$ cat config.mk
export PLATFORM = sky130hd
export DESIGN_NAME = alu_arbiter
export DESIGN_NICKNAME = d
export VERILOG_FILES = /design/src/rtl/alu_arbiter.sv
export SDC_FILE = /design/constraint.sdc
export NUM_CORES = 1
export LEC_CHECK = 0
export ABC_AREA = 1
export ABC_CLOCK_PERIOD_IN_PS = 1400
export BUFFER_PORTS_ARGS = -buffer_cell sky130_fd_sc_hd__buf_2
export CAP_MARGIN = 20
export CORE_AREA = 2 2 118 120
export DETAILED_ROUTE_END_ITERATION = 7
export DIE_AREA = 0 0 120 122
export GPL_ROUTABILITY_DRIVEN = 0
export GPL_TIMING_DRIVEN = 0
export PLACE_DENSITY_LB_ADDON = 0.3
export SYNTH_ARGS = -nofsm -noshare
export SYNTH_HDL_FRONTEND = slang
export SYNTH_SLANG_ARGS = --single-unit
$ cat constraint.sdc
create_clock -name clock -period 1.4 [get_ports clock]
set_input_delay 0 -clock clock [delete_from_list [all_inputs] [get_ports clock]]
set_output_delay 0 -clock clock [all_outputs]
set_load 0.05 [all_outputs]
$ cat src/rtl/alu_arbiter.sv
// Two-port arbiter in front of one shared, external combinational ALU.
// A granted request is latched in IDLE, held on the alu_* bus for one EXEC
// cycle, and its result is then held for the owning requester until consumed.
module alu_arbiter #(
    parameter int unsigned PRIO_RESET = 0
) (
    input  logic        clock,
    input  logic        reset,

    input  logic        req0_valid,
    input  logic [31:0] req0_opA,
    input  logic [31:0] req0_opB,
    input  logic [4:0]  req0_opcode,
    input  logic [4:0]  req0_shamt,
    output logic        req0_ready,

    input  logic        req1_valid,
    input  logic [31:0] req1_opA,
    input  logic [31:0] req1_opB,
    input  logic [4:0]  req1_opcode,
    input  logic [4:0]  req1_shamt,
    output logic        req1_ready,

    output logic        resp0_valid,
    input  logic        resp0_ready,
    output logic        resp1_valid,
    input  logic        resp1_ready,

    output logic [31:0] resp_data,
    output logic        resp_ne,
    output logic        resp_lt,
    output logic        resp_ovf,
    output logic        resp_err,

    output logic [31:0] alu_opA,
    output logic [31:0] alu_opB,
    output logic [4:0]  alu_opcode,
    output logic [4:0]  alu_shamt,
    input  logic [31:0] alu_result,
    input  logic        alu_ne,
    input  logic        alu_lt,
    input  logic        alu_ovf
);

    localparam logic PRIO = (PRIO_RESET != 0);

    typedef enum logic [1:0] {
        IDLE = 2'd0,
        EXEC = 2'd1,
        RESP = 2'd2
    } state_t;

    state_t      state;
    logic        owner;
    logic        last_owner;
    logic [31:0] opA_q;
    logic [31:0] opB_q;
    logic [4:0]  opcode_q;
    logic [4:0]  shamt_q;

    logic        grant_valid;
    logic        grant_idx;
    logic        opcode_legal;
    logic        owner_ready;

    // Grant selection: a lone requester wins; on contention the port that
    // did not own the last accept wins.
    always_comb begin
        grant_valid = 1'b0;
        grant_idx   = 1'b0;
        if (req0_valid && req1_valid) begin
            grant_valid = 1'b1;
            grant_idx   = ~last_owner;
        end else if (req0_valid) begin
            grant_valid = 1'b1;
            grant_idx   = 1'b0;
        end else if (req1_valid) begin
            grant_valid = 1'b1;
            grant_idx   = 1'b1;
        end
    end

    assign opcode_legal = (opcode_q <= 5'd5);
    assign owner_ready  = owner ? resp1_ready : resp0_ready;

    assign req0_ready  = !reset && (state == IDLE) && grant_valid && !grant_idx;
    assign req1_ready  = !reset && (state == IDLE) && grant_valid &&  grant_idx;
    assign resp0_valid = (state == RESP) && !owner;
    assign resp1_valid = (state == RESP) &&  owner;

    assign alu_opA    = opA_q;
    assign alu_opB    = opB_q;
    assign alu_opcode = opcode_q;
    assign alu_shamt  = shamt_q;

    // Transaction FSM: accept and latch, one execute cycle, hold response.
    always_ff @(posedge clock) begin
        if (reset) begin
            state      <= IDLE;
            owner      <= 1'b0;
            last_owner <= ~PRIO;
            opA_q      <= '0;
            opB_q      <= '0;
            opcode_q   <= '0;
            shamt_q    <= '0;
            resp_data  <= '0;
            resp_ne    <= 1'b0;
            resp_lt    <= 1'b0;
            resp_ovf   <= 1'b0;
            resp_err   <= 1'b0;
        end else begin
            case (state)
                IDLE: begin
                    if (grant_valid) begin
                        opA_q      <= grant_idx ? req1_opA    : req0_opA;
                        opB_q      <= grant_idx ? req1_opB    : req0_opB;
                        opcode_q   <= grant_idx ? req1_opcode : req0_opcode;
                        shamt_q    <= grant_idx ? req1_shamt  : req0_shamt;
                        owner      <= grant_idx;
                        last_owner <= grant_idx;
                        state      <= EXEC;
                    end
                end
                EXEC: begin
                    if (opcode_legal) begin
                        resp_data <= alu_result;
                        resp_ne   <= alu_ne;
                        resp_lt   <= alu_lt;
                        resp_ovf  <= alu_ovf;
                        resp_err  <= 1'b0;
                    end else begin
                        resp_data <= '0;
                        resp_ne   <= 1'b0;
                        resp_lt   <= 1'b0;
                        resp_ovf  <= 1'b0;
                        resp_err  <= 1'b1;
                    end
                    state <= RESP;
                end
                RESP: begin
                    if (owner_ready) begin
                        state <= IDLE;
                    end
                end
                default: state <= IDLE;
            endcase
        end
    end

endmodule
After elaboration in Yosys (flattened, before gate mapping)
Index checks and enable logic that the tools add are counted.
- register bits after elaboration: 114
- input bits: 189
- output and inout port bits: 114
- logic and storage cells: 49
- $lt $le $gt $ge: 1
- equality and inequality tests: 4
- multiplexer cells: 18
- bitwise logic cells: 1
- reductions and logical operators: 13
- operators with widths (operator ; count):
    $mux 32 ; 3
    $mux 1 ; 10
    $mux 5 ; 2
    $logic_and 1x1->1 ; 7
    $pmux 2 s3 ; 1
    $le 5x3->1 const B ; 1
    $mux 2 ; 2
    $ne 2x2->1 const B ; 2
    $reduce_and 2->1 ; 2
    $logic_not 1->1 ; 3
    $eq 2x1->1 const B ; 1
    $eq 2x2->1 const B ; 1
    $logic_not 2->1 ; 1
    $not 1->1 ; 1

Longest topological paths before layout
- depth after elaboration: 5
- depth in mapped cells: 7
- depth with buffers taken out: 6

Worst setup path before layout
Ideal clock, no wire load.
- path type: register to output
- start point: register last_owner
- end point: output port req0_ready
- arrival time: 1.567 ns
- required time: 1.400 ns
- slack: -0.167 ns
- cell stages (with the launch flop): 7
- buffers on the path: 2
- path through: dfxtp_1 nand2_1 nand2_2 buf_2 buf_4 nand2_1 nor2_1
- cells in the longest elaborated chain, start to end: 4
- RTL lines (what ; line ; RTL):
    from (decl) ; 55 ; logic last_owner;
    from (signal assigned) ; 101 ; last_owner <= ~PRIO;
    from (signal assigned) ; 120 ; last_owner <= grant_idx;
    $not 1->1 ; 73 ; grant_idx = ~last_owner;
    $mux 1 ; 71 ; if (req0_valid && req1_valid) begin
    $logic_not 1->1 ; 86 ; assign req0_ready = !reset && (state == IDLE) && grant_valid && !grant_idx;
    $logic_and 1x1->1 ; 86 ;
    to (decl) ; 15 ; output logic req0_ready,
No other way between the ends.

Worst setup path in the final report
- start point: register state[1]
- end point: output port req1_ready
- cells in the longest elaborated chain, start to end: 4
- RTL lines (what ; line ; RTL):
    from (decl) ; 53 ; state_t state;
    from (signal assigned) ; 99 ; state <= IDLE;
    from (signal assigned) ; 121 ; state <= EXEC;
    from (signal assigned) ; 138 ; state <= RESP;
    $logic_not 2->1 ; 87 ; assign req1_ready = !reset && (state == IDLE) && grant_valid && grant_idx;
    $logic_and 1x1->1 (3 in a row) ; 87 ;
    to (decl) ; 22 ; output logic req1_ready,
No other way between the ends.

==> results.txt <==
The tools report the beginning of the worst hold path as req1_valid. The worst register-to-register path ends at alu_opA[1]$_SDFFE_PP0P_. For the cell area after synthesis, the log shows 4740 sq um. The internal cell power came out at 8.00 mW. The initialized floorplan defines 43 standard-cell rows.

The post-layout minimum cycle time is 1.38 ns, and the average wire length per cell after detail routing is 16.9 um. The endpoint of the worst hold-timing path is alu_opA[14]$_SDFFE_PP0P_. The tools report the maximum number of buffers from clock root to sink as 2. The iteration count of the initial detailed-routing pass is 6. The logs give 0 for the number of slew-limit violations in the final report and 19 for the pin count of the biggest net entering global routing.

After legalization and detailed placement, the total HPWL measured 13100 um. The cell count after synthesis came out at 621. From bottom edge to top edge, the die measures 122 um.

The final number of hold-violating endpoints was 0; the endpoint arrival time on the critical path was 1.38 ns. The H-tree was split into 4 levels. The share of the Yosys chip area taken by registers is 48.1%.

The worst hold path was traced through 4 stages. The total overflow left after global routing is 0. The CTS sink count was 114. Type of destination of the critical path: an output pin. The most common cell type on the critical path is nand2_4.

Max-cap violations in this run came to 0. For the final routed database, the setup TNS stands at 0 ns. Number of global-route vias before repair: 6794. The tools report the beginning of the worst register-to-register path as state[0]$_SDFFE_PP0P_. The maximum clock frequency was 727 MHz. The worst stage delay on the critical path works out to 0.34 ns. Across all register-to-register paths, the minimum setup slack is 0.05 ns. The area of the die is 14600 sq um.

The final net count is 1327. The portion of total power attributed to the clock network was 39.8%; the synthesized net count was 810. In this run the tightest slew margin relative to its limit is 59.0%. For this design the static power due to leakage is 4.47 nW. The final routed wirelength across all metal layers is 22500 um, and the number of vias per cell after detailed routing is 5.18. The port buffer count was 301.

The path class of the tightest hold or removal check is input pin to flop. Final total power: 12.0 mW. Once detail routing completed, the nets flagged for antenna violations numbered 0. The depth of the worst register-to-register path came out at 6.

The commonest cells after synthesis are nand3_1 (292), dfxtp_1 (114), nand2_1 (87), a21oi_1 (40), buf_2 (28). The cell type of the slowest stage on the worst timing path was dfxtp_2. The top cell type by area accounts for 48.1% of the synthesized area. The DRC marker count from the first detailed-route iteration came out at 517.

nand3_1 is the most common cell in the netlist. Slew at the pin with the worst max-slew slack: 0.614 ns. The flow ran to the end, and the final reports show no timing, DRC or antenna violations. The largest fanout on the critical path is 3, and the total of flip-flops plus latches after synthesis is 114. The run gives 13500 sq um as the standard cell core area. By area the synthesized netlist is led by dfxtp_1 (48%), nand3_1 (31%), nand2_1 (6.9%), a21oi_1 (4.2%), buf_2 (3.0%).

The tools report the startpoint kind of the worst setup timing path as a flop. The critical path startpoint is state[1]$_SDFFE_PP0P_. The tools report the number of antenna violations at the first check in global routing as 1. The cell accounting for the most synthesized area was dfxtp_1.

VDD sags by at most 1.03 mV. TritonCTS created 17 clock buffers. The synthesized area per cell was 7.63 sq um. Data on the critical path is required at its endpoint by 1.40 ns. The fraction of final layout cells with drive strength greater than 1 was 35.1%. The floorplan step set the die width to 120 um. Net switching is 33.3% of the power.

On the final layout, the worst clock skew is 0.00710 ns. Setup violations remaining at the end of the flow were counted as 0. The run gives 0 as the DRC violations left. Of the available clock period, the critical path in the final layout requires 98.3%. In the synthesized netlist the async set-or-reset flop fraction comes to 0%. The clock latency on the worst-skew pair was 0.42 ns. During I/O placement, the number of pins put on the boundary was 303. The signal on the critical path passes through inv_4 -> nand2_4 -> nor2_4 -> buf_6 -> nand2_4 -> inv_2 -> buf_8. The first global-routing pass estimated 33800 um of wire.

Leading register cell type out of synthesis: dfxtp_1. The analysis attributes to net switching a power of 4.00 mW. The logs give 1046 for the number of filler instances in the final layout and 0 for the warning count from the yosys run. The kind of critical path was flop to output pin. TritonCTS built the clock tree.

Detailed routing inserted a total of 6896 vias. In this run the power density over the cells is 1310 nW/um^2. Setup repair after global routing could not meet its margin everywhere. Clock-pin slew was measured on the worst setup and hold paths at 0.05 ns.

Sequential cells burn 31.5% of the power. The logic gate share of total power is 28.7%, and the relative area change from synthesis to final layout is 94.0%. The tree is rooted in a clkbuf_16. The distinct cell type count of the synthesized netlist was 18; the number of enable flip-flop cells after synthesis was 0.

The number of cells in the design after placement is 1102, and the combined global-route utilization of all metal layers is 29.3%. The initial cell density of the core came out at 35.1%. Once layout is complete, the cells apart from fillers number 1332.
-- placed cells by master (no fill, tap or decap), drive strengths merged --
cell and instances:
nor2 12, buf 350, nand2 89, inv 15, o21ai 2, clkinv 5, clkbuf 40, dlygate4sd3 186
clkinvlp 1, diode 1, dfxtp 114, bufinv 5, a21oi 40, nand3 292
-- power by group through the flow --
stage	Clock [mW]	Sequential, mW	Combinational (mW)
2_1_floorplan	0	4.94	0.831
3_3_place_gp	0	3.81	2.84
3_5_place_dp	0	3.82	2.84
4_1_cts	4.80	3.76	3.31
5_1_grt	4.98	3.81	3.63
6_report	4.78	3.78	3.45
-- stage by stage --
stage | area [sq um] | util [%] | setup slack, ns | hold WS, ns
final | 9200 | 68.1 | 0.0238 | 0.0230
after global routing | 9200 | 68.1 | -0.0479 | 0.0417
after CTS | 9090 | 67.3 | -0.0164 | 0.0103
after detailed placement | 6470 | 47.9 | -0.136 | 0.233
after global placement | 6470 | 47.9 | -0.135 | 0.229
after floorplan | 4740 | - | 0.0505 | 0.141
-- sequential cells by signal, indices dropped and copies added (netlist names) --
| register | count |
|---|---|
| resp_err | 1 |
| resp_ne | 1 |
| alu_opB | 32 |
| last_owner | 1 |
| alu_shamt | 5 |
| resp_lt | 1 |
| alu_opA | 32 |
| resp_ovf | 1 |
| state | 2 |
| owner | 1 |
| resp_data | 32 |
| alu_opcode | 5 |
-- cell type report --
type	count	area (sq um)	area share, %
antenna	1	2.50	0.0272
buffer	56	360	3.92
clock buffer	21	460	5.01
clock inverter	11	183	1.99
inverter	15	61.3	0.667
multi-input combinational	435	2130	23.2
sequential	114	2290	24.9
tap	180	225	2.45
timing repair buffer	499	3490	37.9
-- logic make-up after synthesis --
kind of cell,after synthesis,share of synthesized area [%]
DFF,114,48.1
AOI/OAI and AO/OA,42,4.43
and+or+nand+nor,393,39.6
buffers and inverters,72,7.84
-- critical path, delay by kind of cell, from the launching register on --
| kind | cells | cell delay, ns |
|---|---|---|
| DFF | 1 | 0.34 |
| and+or+nand+nor | 3 | 0.24 |
| buffers and inverters | 4 | 0.39 |
-- metal layers --
layer	vias to the layer above	global-route usage, %	share of wire (%)
li1	3192	-	-
met1	3175	31.1	37
met2	437	52.0	50
met3	92	9.27	8.8
met4	0	15.9	4.4
met5	-	0	0
-- how the worst max path moves through the flow --
stage	end	cells after the start	slack (ns)
3_3_place_gp	req1_ready	7	-0.13
6_report	req1_ready	7	0.02
3_5_place_dp	req1_ready	7	-0.14
2_1_floorplan	req0_ready	6	0.05
5_1_grt	req1_ready	7	-0.05
4_1_cts	req1_ready	7	-0.02
-- what timing repair did --
item	4_1_cts	5_1_grt
endpoints found under the setup margin	24	102
gates resized for setup	26	32
pin swaps	4	6
hold buffers	186	0
gates cloned	0	0
setup buffers	6	6
hold endpoints to repair	111	0
Power figures use the tool's default switching activity.
